## config.mk

```make
export PLATFORM = sky130hd
export DESIGN_NAME = sia_wbm
export DESIGN_NICKNAME = d
export VERILOG_FILES = /design/src/rtl/sia_wbm.sv
export SDC_FILE = /design/constraint.sdc
export NUM_CORES = 1
export LEC_CHECK = 0
export BUFFER_PORTS_ARGS = -buffer_cell sky130_fd_sc_hd__buf_2
export CORE_UTILIZATION = 41
export DETAILED_ROUTE_END_ITERATION = 10
export GPL_TIMING_DRIVEN = 0
export PLACE_DENSITY = 0.77
export RECOVER_POWER = 25
export SYNTH_ARGS = -nofsm -noshare
export SYNTH_HDL_FRONTEND = slang
export SYNTH_SLANG_ARGS = --single-unit
```

## constraint.sdc

```tcl
create_clock -name clk_i -period 1.8 [get_ports clk_i]
set_clock_uncertainty 0.05 [all_clocks]
set_input_delay 0 -clock clk_i [delete_from_list [all_inputs] [get_ports clk_i]]
set_output_delay 0 -clock clk_i [all_outputs]
set_load 0.01 [all_outputs]
```

## src/rtl/sia_wbm.sv

```systemverilog
// Wishbone B.4 pipelined master that polls the SIA status register, drains the
// SIA receive queue into an rx stream and feeds a tx stream into the transmit queue.
module sia_wbm #(
    parameter logic [2:0] ADR_STATUS  = 3'd1,
    parameter logic [2:0] ADR_TRXDAT  = 3'd2,
    parameter int         RXNE_BIT    = 0,
    parameter int         TXNF_BIT    = 1,
    parameter int         POLL_GAP    = 8,
    parameter int         ACK_TIMEOUT = 64
) (
    input  logic        clk_i,
    input  logic        reset_i,
    output logic [2:0]  adr_o,
    output logic        we_o,
    output logic        cyc_o,
    output logic        stb_o,
    output logic [1:0]  sel_o,
    output logic [15:0] dat_o,
    input  logic [15:0] dat_i,
    input  logic        ack_i,
    input  logic        stall_i,
    output logic [15:0] rx_dat_o,
    output logic        rx_valid_o,
    input  logic        rx_ready_i,
    input  logic [15:0] tx_dat_i,
    input  logic        tx_valid_i,
    output logic        tx_ready_o,
    output logic        err_o
);

    localparam int GW = (POLL_GAP > 1) ? $clog2(POLL_GAP + 1) : 1;
    localparam int TW = $clog2(ACK_TIMEOUT + 1);
    localparam logic [GW-1:0] GAP_LOAD = GW'(POLL_GAP - 1);
    localparam logic [TW-1:0] TMO_LAST = TW'(ACK_TIMEOUT - 1);

    typedef enum logic [2:0] {
        S_GAP, S_POLL_REQ, S_POLL_ACK, S_RD_REQ, S_RD_ACK, S_WR_REQ, S_WR_ACK
    } state_t;

    state_t        state_q, state_d;
    logic          cyc_q, cyc_d;
    logic          stb_q, stb_d;
    logic [GW-1:0] gap_q, gap_d;
    logic [TW-1:0] tmo_q, tmo_d;
    logic [15:0]   dat_q, dat_d;
    logic [15:0]   rx_dat_q, rx_dat_d;
    logic          rx_valid_q, rx_valid_d;
    logic          tx_ready_q, tx_ready_d;
    logic          err_q, err_d;

    always_ff @(posedge clk_i) begin
        if (reset_i) begin
            state_q    <= S_GAP;
            cyc_q      <= 1'b0;
            stb_q      <= 1'b0;
            gap_q      <= '0;
            tmo_q      <= '0;
            dat_q      <= '0;
            rx_dat_q   <= '0;
            rx_valid_q <= 1'b0;
            tx_ready_q <= 1'b0;
            err_q      <= 1'b0;
        end else begin
            state_q    <= state_d;
            cyc_q      <= cyc_d;
            stb_q      <= stb_d;
            gap_q      <= gap_d;
            tmo_q      <= tmo_d;
            dat_q      <= dat_d;
            rx_dat_q   <= rx_dat_d;
            rx_valid_q <= rx_valid_d;
            tx_ready_q <= tx_ready_d;
            err_q      <= err_d;
        end
    end

    always_comb begin
        state_d    = state_q;
        cyc_d      = cyc_q;
        stb_d      = stb_q;
        gap_d      = gap_q;
        tmo_d      = tmo_q;
        dat_d      = dat_q;
        rx_dat_d   = rx_dat_q;
        rx_valid_d = rx_valid_q & ~rx_ready_i;
        tx_ready_d = 1'b0;
        err_d      = err_q;
        case (state_q)
            S_GAP: begin
                if (gap_q == '0) begin
                    state_d = S_POLL_REQ;
                    cyc_d   = 1'b1;
                    stb_d   = 1'b1;
                end else begin
                    gap_d = gap_q - GW'(1);
                end
            end
            // A request entered straight from an ack spends one cycle with cyc low
            // so that consecutive bus cycles are always separated.
            S_POLL_REQ, S_RD_REQ, S_WR_REQ: begin
                if (!cyc_q) begin
                    cyc_d = 1'b1;
                    stb_d = 1'b1;
                end else if (!stall_i) begin
                    stb_d = 1'b0;
                    tmo_d = '0;
                    case (state_q)
                        S_POLL_REQ: state_d = S_POLL_ACK;
                        S_RD_REQ:   state_d = S_RD_ACK;
                        default:    state_d = S_WR_ACK;
                    endcase
                end
            end
            S_POLL_ACK, S_RD_ACK, S_WR_ACK: begin
                if (ack_i) begin
                    cyc_d = 1'b0;
                    tmo_d = '0;
                    case (state_q)
                        S_POLL_ACK: begin
                            if (dat_i[RXNE_BIT] && !rx_valid_q) begin
                                state_d = S_RD_REQ;
                            end else if (dat_i[TXNF_BIT] && tx_valid_i) begin
                                state_d = S_WR_REQ;
                                dat_d   = tx_dat_i;
                            end else begin
                                state_d = S_GAP;
                                gap_d   = GAP_LOAD;
                            end
                        end
                        S_RD_ACK: begin
                            rx_dat_d   = dat_i;
                            rx_valid_d = 1'b1;
                            state_d    = S_POLL_REQ;
                        end
                        default: begin
                            tx_ready_d = 1'b1;
                            state_d    = S_POLL_REQ;
                        end
                    endcase
                end else if (tmo_q == TMO_LAST) begin
                    cyc_d   = 1'b0;
                    err_d   = 1'b1;
                    tmo_d   = '0;
                    gap_d   = GAP_LOAD;
                    state_d = S_GAP;
                end else begin
                    tmo_d = tmo_q + TW'(1);
                end
            end
            default: state_d = S_GAP;
        endcase
    end

    always_comb begin
        cyc_o      = cyc_q;
        stb_o      = stb_q;
        sel_o      = cyc_q ? 2'b11 : 2'b00;
        dat_o      = dat_q;
        adr_o      = '0;
        we_o       = 1'b0;
        rx_dat_o   = rx_dat_q;
        rx_valid_o = rx_valid_q;
        tx_ready_o = tx_ready_q;
        err_o      = err_q;
        if (cyc_q) begin
            case (state_q)
                S_POLL_REQ, S_POLL_ACK: adr_o = ADR_STATUS;
                S_RD_REQ, S_RD_ACK:     adr_o = ADR_TRXDAT;
                S_WR_REQ, S_WR_ACK: begin
                    adr_o = ADR_TRXDAT;
                    we_o  = 1'b1;
                end
                default: adr_o = '0;
            endcase
        end
    end

endmodule

```

==> run summary, run 1 <==
Met1 Track Usage GR: 0.229
Drt drc: 0
Largest net degree at the start of global routing: 16
Core area: 5170 sq um
Wirelength per Cell: 13.9 um
Leakage: 0.00142 uW
Number of flops mapped to enable cells by yosys: 0
Grt met3 use: 0.0566
Power density over the cells: 1050 nW/um^2
Crit path max-delay cell type: or4_4
Family with the most delay on the worst path: simple AND/OR/NAND/NOR gates
TritonCTS clock tree: built
Antenna violations before repair: 0
Total congestion overflow: 0
Total Power: 3410 uW
Synth unique cells: 52
Die Y: 75.9 um
H-Tree Level Count: 2
Hold path cells: 3
Seq/Total Area, Yosys: 0.456
Synth Area in XOR/XNOR: 0.00782
Final nets: 424
Critical-path maximum fanout: 10
GR peak layer: met2
Post-Route WL: 6320 um
FFs w/ async S/R, synth: 0
Finish-stage setup viols: 0
Adder-cell share of the synthesized area: 0.0112
Max-cap violations: 0
Number of global-route vias before repair: 2199
Drt first pass iters: 4
Post-layout util: 0.628
CTS clk-pin slew, worst paths: 0.09 ns
Number of placement rows: 26
Crit path buf inv count: 2
Peak VDD IR: 0.000632 V
Antenna-violating nets left: 0
Die width: 75.9 um
Synth Area per Inst: 8.58 sq um
Critical-path cell list: nand2b_4 -> or4_4 -> buf_8 -> buf_12 -> mux2i_1 -> nor2_1
Synth Area in Compound Gates: 0.177
Ys Warns: 0
Synthesized area: 2240 sq um
Post-synthesis simple-gate area fraction: 0.212
Mux cell area share after synthesis: 0.0715
Crit path DAT: 1.89 ns
Vias: 2329
CP required: 1.94 ns
Most common cell after layout, fill and taps aside: buf_2
Io pins: 81
Commonest register cell after synthesis: dfxtp_1
Synth-to-Final Area Change: 45.0%
First-pass GRT wire length: 9870 um
GR Util All Layers: 0.214
TritonCTS Sinks: 51
DP Area: 2720 sq um
Worst Max-Slew Pin Slew: 0.537 ns
Layout cells sized above 1: 0.268
Mapped Cells: 261
Clk_lat worst skew: 0.31 ns
Status: finished, final reports clean
Relative slew margins: 0.640
CTS Buf Count: 5
Pins Over Slew Limit: 0
Reg2reg path depth: 6
Post-layout min period: 1.75 ns
Peak Freq: 0.573 GHz
WS Path Type: flip-flop to flip-flop
Syn Nets: 301
Diodes inserted: 0
Via density: 5.13
Period utilisation layout: 0.970
Fin. Hold Viols: 0
Gpl congestion: 0.849
Fin area: 3250 sq um
Worst hold path type: input port to flip-flop
Most frequent cells in the layout: buf_2, dfxtp_1, nand2_1
DP Wirelength: 3960 um
Stages on worst setup path: 6
Initial core utilization: 0.433
Register bit total from synthesis: 51
Initial DRC count: 135
Worst setup SP type: flip-flop
Combinational family with the most area after synthesis: simple AND/OR/NAND/NOR gates
Root buf cell: clkbuf_8
Met2 Track Usage GR: 0.399
CP max stage delay: 0.55 ns
Port buffer count: 79
Crit path capture type: flip-flop
Clock buffer depth: 2
Die area: 5760 sq um
final timing paths:
check	slack, ns	startpoint	end
worst max-delay path	0.05	state_q[0]	dat_o[10]
worst min-delay path	0.04	ack_i	tx_ready_o
worst max register to register	0.05	state_q[0]	dat_o[10]
worst min register to register	0.41	tmo_q[6]	tmo_q[6]
final cells by class:
type / instances / area (sq um)
well taps: 70 / 87.6
inverters: 7 / 26.3
multi-input cells: 184 / 1140
clock inverters: 1 / 8.76
repair buffers: 117 / 751
plain buffers: 18 / 124
clock buffers: 6 / 82.6
fillers: 439 / 1930
flip-flops and latches: 51 / 1030
Yosys cell counts (3+ instances only):
library cell | instances | area [sq um]
nand2_1 | 40 | 150
inv_1 | 7 | 26.3
nor2b_1 | 3 | 18.8
a21oi_1 | 29 | 145
a31oi_1 | 3 | 18.8
nand2b_1 | 4 | 25.0
mux2i_1 | 16 | 160
clkbuf_1 | 8 | 30.0
buf_4 | 4 | 30.0
dfxtp_1 | 51 | 1020
o21ai_0 | 10 | 50.1
or3_1 | 6 | 37.5
nand3_1 | 3 | 15.0
nor2_1 | 24 | 90.1
buf_2 | 3 | 15.0
nor3_1 | 6 | 30.0
registers in the layout (all words and copies together), names as in the netlist, 3 cells and up:
register  flops
dat_o        16
gap_q         4
rx_dat_o     16
state_q       3
tmo_q         7
worst reg2reg max path: cells and delay by family (launching register included):
kind                   cells  cell delay (ns)
AND/OR/NAND/NOR            3             0.78
multiplexers               1             0.19
flip-flops                 1             0.33
buffers and inverters      2             0.28
cells by family after synthesis:
kind of cell / count (synthesis)
flip-flops: 51
AO/OA/AOI/OAI: 63
adder cells (fa/ha/maj): 2
other: 1
XOR/XNOR: 2
AND/OR/NAND/NOR: 100
buffers and inverters: 26
multiplexers: 16
where the power goes:
group | internal (uW) | total, uW | switching [uW]
Clock | 310 | 702 | 392
Sequential | 1240 | 1330 | 85.8
Combinational | 648 | 1380 | 734
Total | 2200 | 3410 | 1210
metrics by stage:
step                      worst slack (ns)  instances   TNS, ns  hold WS, ns
after floorplan                      0.100        261         0       0.0860
after global placement              -0.109        410     -1.15        0.178
after detailed placement            -0.144        410     -1.32        0.196
after CTS                         -0.00902        451  -0.00902       0.0415
after global routing               -0.0248        454   -0.0643       0.0507
final                               0.0542        454         0       0.0402
what timing repair did:
action	4_1_cts	5_1_grt
buffers inserted	0	4
resized for setup	3	24
pin swaps	1	7
endpoints found under the hold margin	34	0
hold buffers	34	0
setup endpoints to repair	13	33
gates cloned	0	0
metal layers:
metal	up-vias	routed length, um
li1	1152	-
met1	1066	2590
met2	98	3270
met3	13	331
met4	0	125
met5	-	0
Power figures use the tool's default switching activity.
==> inputs of run 2 (changes only) <==
Settings changed: SETUP_SLACK_MARGIN set to 0.1.
==> run 2 against run 1 <==
Maximum frequency up 1.3%. Register-to-register slack better by 0.02 ns. Wire length up 7.5%. Global-route usage up 1.7 points. Critical path type unchanged.
==> run summary, run 2 (synthesis results as in run 1) <==
Peak Freq: 0.580 GHz (+1.3%)
Final cell count without fillers: 461 (+1.5%)
TritonCTS Sinks: 51 (unchanged)
Worst setup SP type: flip-flop
Period utilisation layout: 0.958 (-0.0122)
CP max stage delay: 0.47 ns (-0.08 ns)
Leakage: 0.00147 uW (+3.0%)
TritonCTS clock tree: built
Power density over the cells: 1070 nW/um^2 (+1.6%)
CTS clk-pin slew, worst paths: 0.09 ns (about the same)
Antenna-violating nets left: 0 (unchanged)
Net Sw Power: 1280 uW (+5.9%)
Critical-path cell list: buf_2 -> or3_1 -> clkbuf_2 -> nand3_1 -> or4_1 -> a21oi_1
Pins Over Slew Limit: 0 (unchanged)
Status: finished, final reports clean
Final nets: 431 (+1.7%)
Crit path buf inv count: 2 (unchanged)
Gpl congestion: 0.849 (unchanged)
Die area: 5760 sq um (unchanged)
Gate power share: 0.428 (+0.023)
Clk_lat worst skew: 0.31 ns (about the same)
Worst hold path type: input port to flip-flop
End point of the critical path: tmo_q[5]
Drt first pass iters: 4 (unchanged)
Placed insts: 410 (unchanged)
Root buf cell: clkbuf_8
Antenna violations before repair: 0 (unchanged)
R2r endpoint: tmo_q[5]
Drt drc: 0 (unchanged)
Number of placement rows: 26 (unchanged)
Core area: 5170 sq um (unchanged)
First-pass GRT wire length: 10600 um (+7.8%)
Area of the multi-input gates: 1170 sq um (+2.3%)
Vias: 2398 (+3.0%)
Initial DRC count: 206 (+53%)
CTS Buf Count: 5 (unchanged)
Worst Max-Slew Pin Slew: 0.525 ns (-0.0119 ns)
Post-Route WL: 6790 um (+7.5%)
Via density: 5.20 (+1.4%)
DP Wirelength: 3960 um (unchanged)
Largest net degree at the start of global routing: 16 (unchanged)
Worst Setup SP: state_q[0]
Post-layout min period: 1.72 ns (-0.0219 ns)
Total congestion overflow: 0 (unchanged)
Initial core utilization: 0.433 (unchanged)
Finish-stage setup viols: 0 (unchanged)
Fin. Hold Viols: 0 (unchanged)
Max-cap violations: 0 (unchanged)
Family with the most delay on the worst path: simple AND/OR/NAND/NOR gates
Die Y: 75.9 um (unchanged)
Clock power frac: 0.198 (-0.008)
Pre-CTS setup slack: -0.144 ns (unchanged)
Crit path max-delay cell type: or4_1
Final worst setup slack: 0.0761 ns (+0.0219 ns)
Switching Fraction: 0.358 (+0.00331)
Stages on worst setup path: 6 (unchanged)
Worst R2R Setup Slack: 0.08 ns (+0.02 ns)
Wirelength per Cell: 14.7 um (+5.9%)
Most common cell after layout, fill and taps aside: buf_2
Reg2reg path depth: 6 (unchanged)
WS Path Type: flip-flop to flip-flop
Register area: 1030 sq um (unchanged)
RSZ-0062 raised after global routing: true
H-Tree Level Count: 2 (unchanged)
Crit path DAT: 1.92 ns (+0.03 ns)
FILL cells: 427 (-2.7%)
Crit path capture type: flip-flop
Die width: 75.9 um (unchanged)
Critical-path maximum fanout: 10 (unchanged)
Port buffer count: 79 (unchanged)
Number of global-route vias before repair: 2340 (+6.4%)
Synth-to-Final Area Change: 49.6%
Worst R2R Start: state_q[0]
Layout cells sized above 1: 0.294 (+0.0259)
Setup TNS: 0 ns (unchanged)
Clock buffer depth: 2 (unchanged)
Most frequent cells in the layout: buf_2, dfxtp_1, nand2_1
CP required: 1.99 ns (+0.05 ns)
Relative slew margins: 0.650 (+0.00952)
GR Util All Layers: 0.231 (+0.0170)
Peak VDD IR: 0.000631 V (-0.16%)
Io pins: 81 (unchanged)
Sequential Power Share: 0.374 (-0.015)
Diodes inserted: 0 (unchanged)
Internal: 2300 uW (+4.3%)
## run 2: stage by stage
step                total power (uW)   util  area [sq um]  hold slack [ns]
floorplan                       2150      -          2240           0.0860
global placement                2430  0.526          2720            0.178
detailed placement              2450  0.526          2720            0.196
CTS                             3380  0.635          3280           0.0552
global route                    3780  0.648          3350           0.0848
finish                          3580  0.648          3350           0.0645
## run 2: final cells by class
| cell class | instances | share of cell area |
|---|---|---|
| Inverter | 7 | 0.00784 |
| Clock buffer | 6 | 0.0246 |
| Buffer | 19 | 0.0418 |
| Timing Repair Buffer | 123 | 0.242 |
| Multi-Input combinational cell | 184 | 0.348 |
| Clock inverter | 1 | 0.00261 |
| Tap cell | 70 | 0.0261 |
| Sequential cell | 51 | 0.306 |
## run 2: worst min-delay path by stage
stage,slack (ns),from,end,cells after the start
after detailed placement,0.20,tx_dat_i[13],dat_o[13],3
after global routing,0.08,ack_i,cyc_o,3
after CTS,0.06,reset_i,gap_q[3],3
final,0.06,ack_i,state_q[0],3
after floorplan,0.09,dat_i[0],rx_dat_o[0],2
after global placement,0.18,tx_dat_i[1],dat_o[1],3
## run 2: what timing repair did
item / in CTS / in global routing
pin swaps: 3 / 5
gates cloned: 0 / 1
hold buffers: 34 / 0
gates resized for setup: 19 / 19
endpoints found under the setup margin: 33 / 41
setup buffers: 6 / 3
hold endpoints to repair: 34 / 0
## run 2: worst register-to-register path: stages, from the launching register on
cell      delay [ns]
dfxtp_2         0.34
buf_2           0.23
or3_1           0.14
clkbuf_2        0.18
nand3_1         0.11
or4_1           0.47
a21oi_1         0.15
## run 2: layer usage
metal	routed length, um	up-vias	share of wire	GRT usage
met5	0	-	0	0
met4	196	0	0.029	0.0981
met2	3520	100	0.52	0.423
met3	365	21	0.054	0.0614
li1	-	1160	-	-
met1	2710	1117	0.40	0.248
## run 2: power by group through the flow
| stage | combinational, uW | clock (uW) | sequential [uW] |
|---|---|---|---|
| 2_1_floorplan | 812 | 0 | 1340 |
| 6_report | 1530 | 708 | 1340 |
| 3_3_place_gp | 1100 | 0 | 1330 |
| 3_5_place_dp | 1110 | 0 | 1340 |
| 4_1_cts | 1360 | 707 | 1320 |
| 5_1_grt | 1670 | 758 | 1350 |
==> inputs of run 3 (changes only) <==
Settings changed: CTS_BUF_LIST set to sky130_fd_sc_hd__clkbuf_8 sky130_fd_sc_hd__clkbuf_16, HOLD_SLACK_MARGIN set to 0.02, MAX_ROUTING_LAYER set to met4.
==> run 3 against run 2 <==
Combinational power is essentially flat. Final cell count is the same. Clock power shrank 0.6%. Final area is the same. Critical path depth is the same. Flip-flop and latch count is the same. Largest power group unchanged. Highest routed layer unchanged.
==> run summary, run 3 (synthesis results as in run 1) <==
Status: finished, final reports clean
Leakage: 0.00147 uW (+0.11%)
Die width: 75.9 um (unchanged)
Drt drc: 0 (unchanged)
Layout cells sized above 1: 0.294 (unchanged)
Via density: 5.22 (+0.38%)
Clk_lat worst skew: 0.31 ns (about the same)
RSZ-0062 raised after global routing: true
DP Wirelength: 3960 um (unchanged)
Gpl congestion: 0.863 (+1.6%)
CP required: 1.95 ns (-0.04 ns)
Post-Route WL: 6780 um (-0.12%)
Crit path DAT: 1.87 ns (-0.05 ns)
Number of placement rows: 26 (unchanged)
CTS clk-pin slew, worst paths: 0.09 ns (about the same)
Pins Over Slew Limit: 0 (unchanged)
Drt first pass iters: 4 (unchanged)
Fin. Hold Viols: 0 (unchanged)
Port buffer count: 79 (unchanged)
Initial DRC count: 184 (-11%)
Antenna violations before repair: 0 (unchanged)
CTS Buf Count: 5 (unchanged)
Most frequent cells in the layout: buf_2, dfxtp_1, nand2_1
TritonCTS Sinks: 51 (unchanged)
Number of global-route vias before repair: 2344 (+0.17%)
Power density over the cells: 1070 nW/um^2 (-0.26%)
Die Y: 75.9 um (unchanged)
Relative slew margins: 0.663 (+0.0135)
WS Path Type: flip-flop to flip-flop
Critical-path maximum fanout: 10 (unchanged)
Largest net degree at the start of global routing: 16 (unchanged)
Diodes inserted: 0 (unchanged)
Pre-CTS setup slack: -0.144 ns (unchanged)
Setup TNS: 0 ns (unchanged)
Clock buffer depth: 2 (unchanged)
Io pins: 81 (unchanged)
GR Util All Layers: 0.237 (+0.00671)
Total Power: 3570 uW (-0.26%)
Worst setup SP type: flip-flop
TritonCTS clock tree: built
Antenna-violating nets left: 0 (unchanged)
Die area: 5760 sq um (unchanged)
Core area: 5170 sq um (unchanged)
Most common cell after layout, fill and taps aside: buf_2
Total congestion overflow: 0 (unchanged)
Initial core utilization: 0.433 (unchanged)
Period utilisation layout: 0.953 (-0.00471)
FILL cells: 427 (unchanged)
Worst hold path type: input port to flip-flop
Peak Freq: 0.583 GHz (+0.49%)
Peak VDD IR: 0.000619 V (-1.8%)
Root buf cell: clkbuf_8
Final nets: 431 (unchanged)
Worst R2R Setup Slack: 0.08 ns (about the same)
Synth-to-Final Area Change: 49.6% (unchanged)
First-pass GRT wire length: 10600 um (about the same)
Finish-stage setup viols: 0 (unchanged)
Vias: 2407 (+0.38%)
H-Tree Level Count: 2 (unchanged)
Final worst setup slack: 0.0846 ns (+0.00848 ns)
Final hold slack: 0.0634 ns (-0.00111 ns)
Max-cap violations: 0 (unchanged)
Crit path capture type: flip-flop
Wirelength per Cell: 14.7 um (-0.12%)
Post-layout min period: 1.72 ns (-0.00848 ns)
Worst Max-Slew Pin Slew: 0.505 ns (-0.0203 ns)
run 3: cell counts in the layout (fill, tap and decap cells not counted):
No cell type changed its count.
run 3: critical path: stages, from the launching register on:
cell,delay [ns]
dfxtp_1,0.33
clkbuf_8,0.15
buf_4,0.19
nor2_1,0.07
a221oi_2,0.29
o21ai_2,0.15
a221o_1,0.36
run 3: what timing repair did:
item,in CTS,in global routing
endpoints found under the setup margin,33,41
hold endpoints to repair,34,0
setup buffers,6,3
gates cloned,0,1
hold buffers,34,0
resized for setup,19,19
pin swaps,3,6
run 3: path summary, 6_finish.rpt:
kind | endpoint | from | cells after the start
worst max-delay path | gap_q[3] | state_q[1] | 6
worst min-delay path | state_q[0] | ack_i | 3
worst max register to register | gap_q[3] | state_q[1] | 6
worst min register to register | rx_dat_o[15] | rx_dat_o[15] | 2
run 3: power breakdown:
| part | internal, uW | switching (uW) | total [uW] |
|---|---|---|---|
| Combinational | 743 | 785 | 1530 |
| Sequential | 1240 | 94.8 | 1340 |
| Clock | 310 | 393 | 704 |
| Total | 2300 | 1270 | 3570 |
run 3: metal layers:
metal / vias to the layer above / part of all wire / track usage
li1: 1161 / - / -
met1: 1132 / 0.40 / 0.250
met2: 95 / 0.52 / 0.423
met3: 19 / 0.050 / 0.0578
met4: 0 / 0.028 / 0.0981
met5: - / 0 / -
run 3: stage by stage:
stage	area, sq um	util	cells
global placement	2720	0.526	410
global route	3350	0.648	461
detailed placement	2720	0.526	410
CTS	3280	0.635	457
floorplan	2240	-	261
finish	3350	0.648	461
run 3: cell type report:
class                   count  area [sq um]  area share
inverters                   7          26.3     0.00784
flip-flops and latches     51          1030       0.306
well taps                  70          87.6      0.0261
clock buffers               6          82.6      0.0246
repair buffers            123           812       0.242
clock inverters             1          8.76     0.00261
multi-input cells         184          1170       0.348
plain buffers              19           140      0.0418
